### src/rtl/crypt_exec.sv
// crypt_exec: 8-bit multi-cycle execute unit (XOR/ADD/SUB/ROTL/ROTR/ENC/DEC/NOP) with one-shot register-file writeback.
// Define CRYPT_EXEC_ENCDEC_EN to build the ENC/DEC round datapath; without it opcodes 101/110 complete as NOP.
module crypt_exec #(
   parameter int ROUNDS = 4
) (
   input  logic       clk,
   input  logic       reset,
   input  logic       start,
   input  logic [2:0] opcode,
   input  logic [7:0] op_a,
   input  logic [7:0] op_b,
   input  logic [3:0] rd_in,
   output logic       busy,
   output logic       done,
   output logic       reg_write,
   output logic [3:0] rd,
   output logic [7:0] write_data
);

   localparam logic [2:0] OP_XOR  = 3'b000;
   localparam logic [2:0] OP_ADD  = 3'b001;
   localparam logic [2:0] OP_SUB  = 3'b010;
   localparam logic [2:0] OP_ROTL = 3'b011;
   localparam logic [2:0] OP_ROTR = 3'b100;
   localparam logic [2:0] OP_ENC  = 3'b101;
   localparam logic [2:0] OP_DEC  = 3'b110;

   if (ROUNDS < 1 || ROUNDS > 15) begin : g_bad_rounds
      $error("crypt_exec: ROUNDS must be in 1..15");
   end

   typedef enum logic [1:0] {
      S_IDLE = 2'd0,
      S_RUN  = 2'd1,
      S_WB   = 2'd2
   } state_t;

   state_t     r_state;
   logic [2:0] r_op;
   logic [7:0] r_x;
   logic [3:0] r_cnt;
   logic [3:0] r_rd_cap;
   logic       r_busy;
   logic       r_done;
   logic       r_we;
   logic [3:0] r_rd;
   logic [7:0] r_wd;

   logic       w_quick;
   logic       w_writes;
   logic [7:0] w_res;
   logic [3:0] w_cnt_init;
   logic [7:0] w_step;

   function automatic logic [7:0] rotl1(input logic [7:0] x);
      return {x[6:0], x[7]};
   endfunction

   function automatic logic [7:0] rotr1(input logic [7:0] x);
      return {x[0], x[7:1]};
   endfunction

`ifdef CRYPT_EXEC_ENCDEC_EN
   localparam logic [7:0] ROUNDS_B = 8'(ROUNDS);
   localparam logic [3:0] ROUNDS_C = 4'(ROUNDS);

   logic [7:0] r_k;
   logic [7:0] w_idx;

   // r_cnt counts remaining rounds down from ROUNDS; ENC walks i upward, DEC walks it downward.
   always_comb begin
      w_idx = {4'd0, r_cnt} - 8'd1;
      if (r_op == OP_ENC)
         w_idx = ROUNDS_B - {4'd0, r_cnt};
   end

   always_ff @(posedge clk or posedge reset) begin
      if (reset)
         r_k <= 8'd0;
      else if (r_state == S_IDLE && start)
         r_k <= op_b;
   end
`endif

   // Acceptance-time decode: single-cycle ops go straight to WB with their result.
   always_comb begin
      w_quick    = 1'b1;
      w_writes   = 1'b1;
      w_res      = op_a;
      w_cnt_init = {1'b0, op_b[2:0]};
      case (opcode)
         OP_XOR:  w_res = op_a ^ op_b;
         OP_ADD:  w_res = op_a + op_b;
         OP_SUB:  w_res = op_a - op_b;
         OP_ROTL,
         OP_ROTR: w_quick = (op_b[2:0] == 3'd0);
`ifdef CRYPT_EXEC_ENCDEC_EN
         OP_ENC,
         OP_DEC: begin
            w_quick    = 1'b0;
            w_cnt_init = ROUNDS_C;
         end
`else
         OP_ENC,
         OP_DEC:  w_writes = 1'b0;
`endif
         default: w_writes = 1'b0;
      endcase
   end

   always_comb begin
      w_step = r_x;
      case (r_op)
         OP_ROTL: w_step = rotl1(r_x);
         OP_ROTR: w_step = rotr1(r_x);
`ifdef CRYPT_EXEC_ENCDEC_EN
         OP_ENC:  w_step = rotl1(r_x ^ r_k) + w_idx;
         OP_DEC:  w_step = rotr1(r_x - w_idx) ^ r_k;
`endif
         default: w_step = r_x;
      endcase
   end

   always_ff @(posedge clk or posedge reset) begin
      if (reset) begin
         r_state  <= S_IDLE;
         r_op     <= 3'd0;
         r_x      <= 8'd0;
         r_cnt    <= 4'd0;
         r_rd_cap <= 4'd0;
         r_busy   <= 1'b0;
         r_done   <= 1'b0;
         r_we     <= 1'b0;
         r_rd     <= 4'd0;
         r_wd     <= 8'd0;
      end else begin
         r_done <= 1'b0;
         r_we   <= 1'b0;
         case (r_state)
            S_IDLE: begin
               if (start) begin
                  r_op     <= opcode;
                  r_x      <= op_a;
                  r_rd_cap <= rd_in;
                  r_cnt    <= w_cnt_init;
                  r_busy   <= 1'b1;
                  if (w_quick) begin
                     r_state <= S_WB;
                     r_done  <= 1'b1;
                     r_we    <= w_writes;
                     r_rd    <= rd_in;
                     r_wd    <= w_res;
                  end else begin
                     r_state <= S_RUN;
                  end
               end
            end
            S_RUN: begin
               r_x   <= w_step;
               r_cnt <= r_cnt - 4'd1;
               if (r_cnt == 4'd1) begin
                  r_state <= S_WB;
                  r_done  <= 1'b1;
                  r_we    <= 1'b1;
                  r_rd    <= r_rd_cap;
                  r_wd    <= w_step;
               end
            end
            S_WB: begin
               r_state <= S_IDLE;
               r_busy  <= 1'b0;
            end
            default: begin
               r_state <= S_IDLE;
               r_busy  <= 1'b0;
            end
         endcase
      end
   end

   assign busy       = r_busy;
   assign done       = r_done;
   assign reg_write  = r_we;
   assign rd         = r_rd;
   assign write_data = r_wd;

endmodule

### config.mk
export PLATFORM = sky130hd
export DESIGN_NAME = crypt_exec
export DESIGN_NICKNAME = d
export VERILOG_FILES = /design/src/rtl/crypt_exec.sv
export SDC_FILE = /design/constraint.sdc
export NUM_CORES = 1
export LEC_CHECK = 0
export BUFFER_PORTS_ARGS = -buffer_cell sky130_fd_sc_hd__buf_4
export CORE_UTILIZATION = 54
export CTS_BUF_LIST = sky130_fd_sc_hd__clkbuf_8
export DETAILED_ROUTE_END_ITERATION = 12
export GPL_TIMING_DRIVEN = 1
export PLACE_DENSITY_LB_ADDON = 0.3
export SYNTH_ARGS = -nofsm -noshare
export SYNTH_HDL_FRONTEND = slang
export SYNTH_SLANG_ARGS = --single-unit
### constraint.sdc
create_clock -name clk -period 1.45 [get_ports clk]
set_input_delay 0.29 -clock clk [delete_from_list [all_inputs] [get_ports clk]]
set_output_delay 0.29 -clock clk [all_outputs]
set_load 0.1 [all_outputs]
==> flow_summary.toml, run 1 <==
[status]
status = "finished, violations left"
violations = "negative setup slack"

[cells_and_area]
post-route-util = 0.8529
final_cells = 505
nNetsFinal = 475
fillers = 260
n_antenna_cell = 0
final_layout_size_suffix_gt1_frac = 0.4384
syn2layout_area_growth_pct = 50.60

[timing]
setup_violations = 19
setup_ws_ps = -854.1
slew-limit-headroom = 0.6910
fmax_mhz = 434.0
final_max_slew_viol_count = 0
worst_pin_slew_ps = 463.5
fin_crit_sh = 1.589
rsz0062_at_grt = "yes"
finalHoldViolCount = 0
skew_ps = 9.719
layout_min_cycle_time_ps = 2304

[pwr]
peakVddDrop_uv = 1320
clock_power_share = 0.084
p_seq_frac = 0.237
leakage_nw = 1.863
p_int_w = 0.004103
combPwrFrac = 0.680
swShare = 0.5227
switchingPower_w = 0.004493
p_per_area_nw_per_um2 = 2120

[worst_setup_path]
start_kind = "primary input"
crit_end = "write_data[5]$_DFFE_PP0P_"
crit_path_end_kind = "register"
worstSetupPathType = "primary input to register"
timing.rr.end = "write_data[5]$_DFFE_PP0P_"
arrival_ps = 2490
r2r_cells = 8
timing.rr.start = "r_cnt[1]$_DFFE_PP0P_"
startpoint = "opcode[2]"
critPathMaxFanout = 3
required_ps = 1640
rrSetupSlack_ps = -200

[floorplanning]
initial_core_util = 0.5663
die_w_um = 72.62
die_h_um = 72.62
rows = 25
die_area_um2 = 5273
core_um2 = 4755
ios = 41

[global_route]
met3_usage = 0.05387
grt_first_pass_wirelength_mm = 12.92
grt_util_all_layers = 0.3228
busiest_layer = "met2"
grt_pass1_vias = 2680
grt_start_max_net_pins = 37
antenna_found_initial = 0
met1_usage = 0.4307
grt_overflow_total = 0
met2_usage = 0.5348

[clock_network]
cts_tree = "built"
cts.sinks = 36
clockBufferDepth = 2
htreeDepth = 2
clk-insertion-delay-late_ps = 300
cts_root_buffer = "clkbuf_8"
tritoncts.num_buffers = 5
path_clk_slew_ps = 80

[place]
port_buffers = 40
gp_congestion = 0.9016
place_inst = 478
dp_hpwl_mm = 5.873

[logic_synthesis]
synth_area_leaders = "dfrtp_1 (33%), nand2_1 (6.8%), ha_1 (5.1%), o21ai_0 (5.0%), o211ai_1 (4.5%)"
synth_edf_count = 0
syn_area_per_cell_um2 = 8.362
async_flop_share = 1.000
synth_area_leader_cell = "dfrtp_1"
netlist_instances = 322
yosysMostFrequentCell = "nand2_1"
synth_top_cells_by_count = "nand2_1 (49), dfrtp_1 (36), nor2_1 (28)"
synth_top_area_frac = 0.3346
ys_ff_latch = 36
synth_nets = 360
synth.distinct_cells = 57
ys_warn_count = 0
yosysSeqAreaShare = 0.3346
ys.flop_type = "dfrtp_1"
netlist_area_um2 = 2693

[drt]
avgRoutedWirePerCell_um = 19.39
num_vias = 3179
wirelength_mm = 9.794
first_pass_iters = 5
drtIter0Drc = 520
drtAntennaViolNets = 0
drt-vias-per-instance = 6.295
drc = 0

[job]
cap_violations = 0

[min_path]
hold_path_class = "primary input to async pin"
## cells by family after synthesis
family,count (synthesis),synth area share
AO/OA/AOI/OAI,95,0.2361
XOR/XNOR,10,0.03253
adder cells (fa/ha/maj),12,0.05855
buffers and inverters,32,0.06877
flip-flops,36,0.3346
multiplexers,6,0.02277
AND/OR/NAND/NOR,131,0.2468
## repair_timing
item | 4_1_cts | 5_1_grt
hold buffers | 0 | 0
setup endpoints to repair | 18 | 22
setup buffers | 4 | 13
cloned | 1 | 1
pin swaps | 21 | 40
gates resized for setup | 29 | 47
## cell usage in the layout, fill, tap and decap left out, types with 3 or more instances in the layout
cell type | Yosys | routed
a21o_1 | 3 | 3
a21oi_1 | 11 | 8
a21oi_2 | 0 | 3
a22oi_2 | 0 | 5
a31oi_1 | 13 | 13
buf_12 | 0 | 3
buf_4 | 1 | 109
buf_6 | 3 | 11
clkbuf_8 | 0 | 5
dfrtp_1 | 36 | 34
ha_1 | 11 | 7
ha_4 | 0 | 4
inv_1 | 13 | 9
inv_2 | 0 | 4
mux2i_1 | 5 | 5
nand2_1 | 49 | 47
nand2_2 | 2 | 4
nand2b_1 | 5 | 5
nand3_1 | 14 | 14
nand3b_1 | 3 | 3
nor2_1 | 28 | 20
nor2_2 | 0 | 5
nor2_4 | 0 | 3
nor2b_1 | 6 | 4
nor2b_4 | 2 | 4
nor3_1 | 3 | 3
nor3b_1 | 5 | 4
o211ai_1 | 16 | 16
o21a_1 | 3 | 3
o21ai_0 | 27 | 16
o21ai_1 | 1 | 9
o21ai_2 | 0 | 3
xnor2_1 | 8 | 7
## per-layer routing
layer	routed length [µm]	vias to the layer above	part of all wire
met5	0	-	0
met4	422	0	0.043
met3	1042	56	0.11
met1	3726	1485	0.38
li1	-	1384	-
met2	4603	254	0.47
## power by group through the flow
stage | Combinational [W] | Sequential (W) | Clock (W)
finish | 0.00584 | 0.00203 | 0.000720
global route | 0.00611 | 0.00206 | 0.000774
CTS | 0.00525 | 0.00194 | 0.000723
detailed placement | 0.00492 | 0.00191 | 0
global placement | 0.00479 | 0.00187 | 0
floorplan | 0.00209 | 0.00320 | 0
## metrics by stage
stage / instance area, µm² / worst slack [ps] / setup TNS (ps) / power [W] / hold WS (ps)
2_1_floorplan: 2729 / -1070 / -6058 / 0.005286 / 395.4
3_3_place_gp: 3520 / -1078 / -8740 / 0.006661 / 422.6
3_5_place_dp: 3520 / -1124 / -9469 / 0.006829 / 427.0
4_1_cts: 3772 / -786.5 / -4671 / 0.007918 / 111.5
5_1_grt: 4055 / -944.4 / -6461 / 0.008947 / 143.1
6_report: 4055 / -854.1 / -5371 / 0.008596 / 96.68
## flip-flops by register name, indices dropped and copies added, names as in the netlist
signal,flops
r_x,8
write_data,8
r_cnt,4
r_rd_cap,4
rd,4
r_op,3
r_state,2
busy,1
done,1
reg_write,1
## worst max-delay path, stage by stage
cell      delay (ps)
buf_8            100
nor3b_4          250
mux2_4           350
inv_2             80
ha_4             190
nor2b_4          120
o2111a_2         280
or4_4            410
a31oi_1          150
o211ai_1         120
o21a_1           150
## cell type report
cell class              instances  area (µm²)  share of cell area
multi-input cells             254        1832              0.4517
flip-flops and latches         36       903.4              0.2228
well taps                      67       83.83             0.02067
inverters                      14       78.83             0.01944
repair buffers                126        1070              0.2638
clock inverters                 3       18.77            0.004628
clock buffers                   5       68.82             0.01697
## worst min path at each step
stage | from | end | cells past startpoint
finish | reset | rd[1]$_DFFE_PP0P_ | 3
CTS | reset | r_x[3]$_DFFE_PP0P_ | 3
global placement | reset | rd[1]$_DFFE_PP0P_ | 3
global route | reset | r_op[0]$_DFFE_PP0P_ | 3
detailed placement | reset | rd[3]$_DFFE_PP0P_ | 3
floorplan | rd_in[0] | r_rd_cap[0]$_DFFE_PP0P_ | 2
No activity file was read; power rests on OpenSTA's default activity.
==> run 2: changes to the inputs <==
--- a/config.mk
+++ b/config.mk
@@ -8,8 +8,9 @@
 export BUFFER_PORTS_ARGS = -buffer_cell sky130_fd_sc_hd__buf_4
 export CORE_UTILIZATION = 54
 export CTS_BUF_LIST = sky130_fd_sc_hd__clkbuf_8
+export CTS_CLUSTER_DIAMETER = 200
 export DETAILED_ROUTE_END_ITERATION = 12
-export GPL_TIMING_DRIVEN = 1
+export GPL_TIMING_DRIVEN = 0
 export PLACE_DENSITY_LB_ADDON = 0.3
 export SYNTH_ARGS = -nofsm -noshare
 export SYNTH_HDL_FRONTEND = slang
==> run 2 against run 1 <==
The run still ends with negative setup slack left; sequential share of layout area is 1.8 points higher; combinational power is 4.5% lower; critical path depth is 2 higher; maximum frequency is 2.9% lower; first-iteration DRC count is 28% lower.
==> flow_summary.toml, run 2 (same netlist as run 1, synthesis figures left out) <==
[cells_and_area]
syn2layout_area_growth_pct = 39.08
final_common_cell = "buf_4"
n_antenna_cell = 0
final_cell_mix = "buf_4 (56), nand2_1 (47), dfrtp_1 (34)"
nNetsFinal = 435
final_cells = 465
fin_area_um2 = 3745
post-route-util = 0.7876
final_layout_size_suffix_gt1_frac = 0.3719

[worst_setup_path]
r2r_cells = 7
crit_buf_inv = 4
crit_family = "compound AO/OA/AOI/OAI gates"
slowest_stage = "o2111a_2"
cpMostUsedCell = "buf_6"
crit_chain = "buf_6, inv_1, ha_2, mux2_4, inv_2, ha_4, nor2b_4, o2111a_2, buf_6, o31ai_4, a31oi_4, o211ai_1, o21a_1"
arrival_ps = 2610
worstSetupPathType = "primary input to register"
timing.rr.start = "r_op[0]$_DFFE_PP0P_"
critPathMaxFanout = 5
crit_path_end_kind = "register"
cp_num_cells = 13
startpoint = "op_b[1]"
required_ps = 1690
critPathMaxStageDelay_ps = 300
rrSetupSlack_ps = -280
start_kind = "primary input"

[global_route]
grt_start_max_net_pins = 37
grt_util_all_layers = 0.3346
antenna_found_initial = 0
grt_pass1_vias = 2725
grt_overflow_total = 0
grt_first_pass_wirelength_mm = 13.37

[floorplanning]
rows = 25
ios = 41
die_h_um = 72.62
die_area_um2 = 5273
initial_core_util = 0.5663
core_um2 = 4755
die_w_um = 72.62

[drt]
num_vias = 2947
drtAntennaViolNets = 0
avgRoutedWirePerCell_um = 18.89
first_pass_iters = 5
drt-vias-per-instance = 6.338
wirelength_mm = 8.786
drc = 0
drtIter0Drc = 374

[pwr]
p_per_area_nw_per_um2 = 2221
swShare = 0.5277
switchingPower_w = 0.004390
leakage_nw = 1.663
p_seq_frac = 0.239
p_int_w = 0.003929
clock_power_share = 0.091
combPwrFrac = 0.670
peakVddDrop_uv = 1378

[timing]
layout_min_cycle_time_ps = 2372
rsz0062_at_grt = "yes"
final_max_slew_viol_count = 0
fin_crit_sh = 1.636
fmax_mhz = 421.6
finalHoldViolCount = 0
setup_ws_ps = -921.8
skew_ps = 9.838
setup_violations = 16
slew-limit-headroom = 0.4740
final.setup.tns_ps = -5744
worst_pin_slew_ps = 787.9

[clock_network]
cts.sinks = 36
clockBufferDepth = 2
cts_root_buffer = "clkbuf_8"
path_clk_slew_ps = 80
cts_tree = "built"
clk-insertion-delay-late_ps = 300
tritoncts.num_buffers = 5
htreeDepth = 2
holdBufCountCts = 0

[place]
port_buffers = 40
placed_area_um2 = 3113
gp_congestion = 0.9086
place_inst = 429
dp_hpwl_mm = 5.188

[min_path]
hold_path_class = "primary input to async pin"

[status]
violations = "negative setup slack"
status = "finished, violations left"

[job]
cap_violations = 0
run 2: cell types whose count changed in the layout (fill, tap and decap cells not counted), sizes merged:
cell    change
buf        -41
clkbuf      +1
run 2: per-layer routing:
metal	wire length (µm)	share of wire	GRT usage	vias to the layer above
met5	0	0	0	-
met4	372	0.042	0.1656	0
met1	3472	0.40	0.4379	1385
li1	-	-	-	1301
met3	786	0.089	0.04972	48
met2	4154	0.47	0.5421	213
run 2: layout make-up:
cell class              count  area, µm²
flip-flops and latches     36      903.4
inverters                  14      78.83
fillers                   326       1010
multi-input cells         254       1815
clock buffers               5      68.82
clock inverters             3      18.77
repair buffers             71      625.6
plain buffers              15      150.1
well taps                  67      83.83
run 2: through the flow:
| step | hold slack [ps] | setup WS (ps) | power, W |
|---|---|---|---|
| 3_3_place_gp | 456.7 | -1430 | 0.006186 |
| 4_1_cts | 188.0 | -1001 | 0.007756 |
| 3_5_place_dp | 462.7 | -1471 | 0.006283 |
| 2_1_floorplan | 395.4 | -1070 | 0.005286 |
| 5_1_grt | 200.4 | -974.2 | 0.008656 |
| 6_report | 134.5 | -921.8 | 0.008319 |
run 2: repair_timing:
action,4_1_cts,5_1_grt
resized for setup,44,54
setup endpoints to repair,32,33
setup buffers,27,5
gates cloned,3,0
pin swaps,20,27
run 2: final timing paths:
path / endpoint
setup / recovery: write_data[5]$_DFFE_PP0P_
max in group asynchronous: r_state[1]$_DFFE_PP0P_
min in group clk: r_rd_cap[1]$_DFFE_PP0P_
setup reg to reg: write_data[7]$_DFFE_PP0P_
hold / removal: rd[1]$_DFFE_PP0P_
hold reg to reg: r_rd_cap[1]$_DFFE_PP0P_
run 2: worst reg2reg max path, delay by kind of cell (launching register included):
family | cells | cell delay [ps]
compound gates | 4 | 810
flops | 1 | 380
buf+inv | 2 | 350
simple gates | 1 | 80
run 2: power by group through the flow:
| stage | combinational [W] | clock (W) | sequential [W] |
|---|---|---|---|
| 2_1_floorplan | 0.00209 | 0 | 0.00320 |
| 3_3_place_gp | 0.00432 | 0 | 0.00186 |
| 3_5_place_dp | 0.00441 | 0 | 0.00188 |
| 4_1_cts | 0.00513 | 0.000735 | 0.00190 |
| 5_1_grt | 0.00584 | 0.000779 | 0.00203 |
| 6_report | 0.00558 | 0.000756 | 0.00199 |
==> run 3: changes to the inputs <==
--- a/config.mk
+++ b/config.mk
@@ -12,6 +12,7 @@
 export DETAILED_ROUTE_END_ITERATION = 12
 export GPL_TIMING_DRIVEN = 0
 export PLACE_DENSITY_LB_ADDON = 0.3
+export REMOVE_ABC_BUFFERS = 1
 export SYNTH_ARGS = -nofsm -noshare
 export SYNTH_HDL_FRONTEND = slang
 export SYNTH_SLANG_ARGS = --single-unit
==> run 3 against run 2 <==
The run still ends with negative setup slack left; worst hold slack barely moved; cell area grew 2.3%; sequential share of layout area fell by 0.54 points; sequential cell count is the same; non-clock buffer count down 11; global-route usage down 2.1 points; sequential power grew 3%; cell count decreased by 1.9%; maximum frequency about the same; critical path type unchanged.
==> flow_summary.toml, run 3 (same netlist as run 1, synthesis figures left out) <==
[cells_and_area]
final_cell_mix = "buf_4 (57), nand2_1 (48), dfrtp_1 (34)"
final_layout_size_suffix_gt1_frac = 0.3728
n_antenna_cell = 0
nNetsFinal = 426
post-route-util = 0.8055
fillers = 297
fin_area_um2 = 3830
final_common_cell = "buf_4"
syn2layout_area_growth_pct = 42.24

[status]
status = "finished, violations left"
violations = "negative setup slack"

[global_route]
grt_first_pass_wirelength_mm = 12.56
grt_util_all_layers = 0.3141
grt_overflow_total = 0
grt_pass1_vias = 2591
grt_start_max_net_pins = 21
antenna_found_initial = 0

[timing]
final_max_slew_viol_count = 0
final.setup.tns_ps = -5629
layout_min_cycle_time_ps = 2370
skew_ps = 10.48
fin_crit_sh = 1.634
setup_violations = 21
setup_ws_ps = -919.7
fmax_mhz = 422.0
finalHoldViolCount = 0
rsz0062_at_grt = "yes"
worst_pin_slew_ps = 806.9
slew-limit-headroom = 0.4614

[pwr]
leakage_nw = 1.698
p_per_area_nw_per_um2 = 2175
peakVddDrop_uv = 1068

[drt]
avgRoutedWirePerCell_um = 20.57
num_vias = 3047
drtIter0Drc = 489
drt-vias-per-instance = 6.682
drtAntennaViolNets = 0
first_pass_iters = 6
drc = 0
wirelength_mm = 9.381

[clock_network]
holdBufCountCts = 0
clockBufferDepth = 2
clk-insertion-delay-late_ps = 310
path_clk_slew_ps = 80
cts_tree = "built"
cts_root_buffer = "clkbuf_8"
htreeDepth = 2
tritoncts.num_buffers = 5
cts.sinks = 36

[place]
gp_congestion = 0.8660
port_buffers = 40
placed_area_um2 = 2998
dp_hpwl_mm = 4.597

[floorplanning]
ios = 41
die_w_um = 72.62
initial_core_util = 0.5663
rows = 25
core_um2 = 4755
die_h_um = 72.62
die_area_um2 = 5273

[worst_setup_path]
start_kind = "primary input"
critPathMaxFanout = 4
crit_path_end_kind = "register"
worstSetupPathType = "primary input to register"
arrival_ps = 2570
required_ps = 1650

[min_path]
hold_path_class = "primary input to async pin"

[job]
cap_violations = 0
==> run 3: changes by cell type in the layout (fill, tap and decap cells not counted), sizes merged <==
cell and change:
inv +1, bufbuf +1, clkinv -2, bufinv +1
clkbuf -2, buf -10, nand2 +2
==> run 3: worst max-delay path, stage by stage <==
cell	delay, ps
buf_12	100
nor3b_4	270
buf_6	170
nor2_4	40
xnor2_2	140
ha_1	340
buf_6	150
o2111a_2	170
or4_1	420
a31oi_1	210
o211ai_1	130
o21a_1	120
==> run 3: final cells by class <==
cell class / instances / area [µm²] / share of cell area
Tap cell: 67 / 83.83 / 0.02189
Sequential cell: 36 / 903.4 / 0.2359
Inverter: 14 / 78.83 / 0.02058
Multi-Input combinational cell: 256 / 1932 / 0.5044
Clock buffer: 5 / 68.82 / 0.01797
Clock inverter: 3 / 38.79 / 0.01013
Timing Repair Buffer: 75 / 724.4 / 0.1892
==> run 3: per-layer routing <==
layer | GRT usage | vias to the layer above | routed length [µm]
li1 | - | 1297 | -
met1 | 0.4016 | 1421 | 3394
met2 | 0.5410 | 258 | 4587
met3 | 0.04144 | 71 | 803
met4 | 0.1198 | 0 | 596
met5 | 0 | - | 0
==> run 3: path summary, 6_finish.rpt <==
| path | to | depth (start not counted) | slack (ps) | from |
|---|---|---|---|---|
| setup / recovery | write_data[5]$_DFFE_PP0P_ | 12 | -920 | opcode[0] |
| max in group asynchronous | r_op[0]$_DFFE_PP0P_ | 3 | 730 | reset |
| hold reg to reg | r_rd_cap[1]$_DFFE_PP0P_ | 2 | 480 | r_rd_cap[1]$_DFFE_PP0P_ |
| min in group clk | r_rd_cap[1]$_DFFE_PP0P_ | 3 | 190 | rd_in[1] |
| hold / removal | r_cnt[3]$_DFFE_PP0P_ | 2 | 130 | reset |
| setup reg to reg | write_data[7]$_DFFE_PP0P_ | 6 | -300 | r_op[1]$_DFFE_PP0P_ |
==> run 3: report_power, final <==
| part | internal (W) | switching (W) | total (W) |
|---|---|---|---|
| clock | 0.000504 | 0.000406 | 0.000910 |
| sequential | 0.00149 | 0.000547 | 0.00204 |
| combinational | 0.00195 | 0.00344 | 0.00539 |
==> run 3: stage by stage <==
step / total power [W] / instances / setup WS, ps / hold slack (ps)
3_5_place_dp: 0.006022 / 412 / -1525 / 462.8
5_1_grt: 0.008663 / 456 / -944.5 / 194.9
4_1_cts: 0.007344 / 440 / -850.7 / 166.8
6_report: 0.008332 / 456 / -919.7 / 134.2
2_1_floorplan: 0.005075 / 304 / -1037 / 395.4
3_3_place_gp: 0.005921 / 411 / -1469 / 457.2
==> run 3: repair_timing <==
item | in CTS | in global routing
gates cloned | 2 | 1
pin swaps | 27 | 25
buffers inserted | 18 | 15
setup endpoints to repair | 35 | 23
resized for setup | 59 | 34
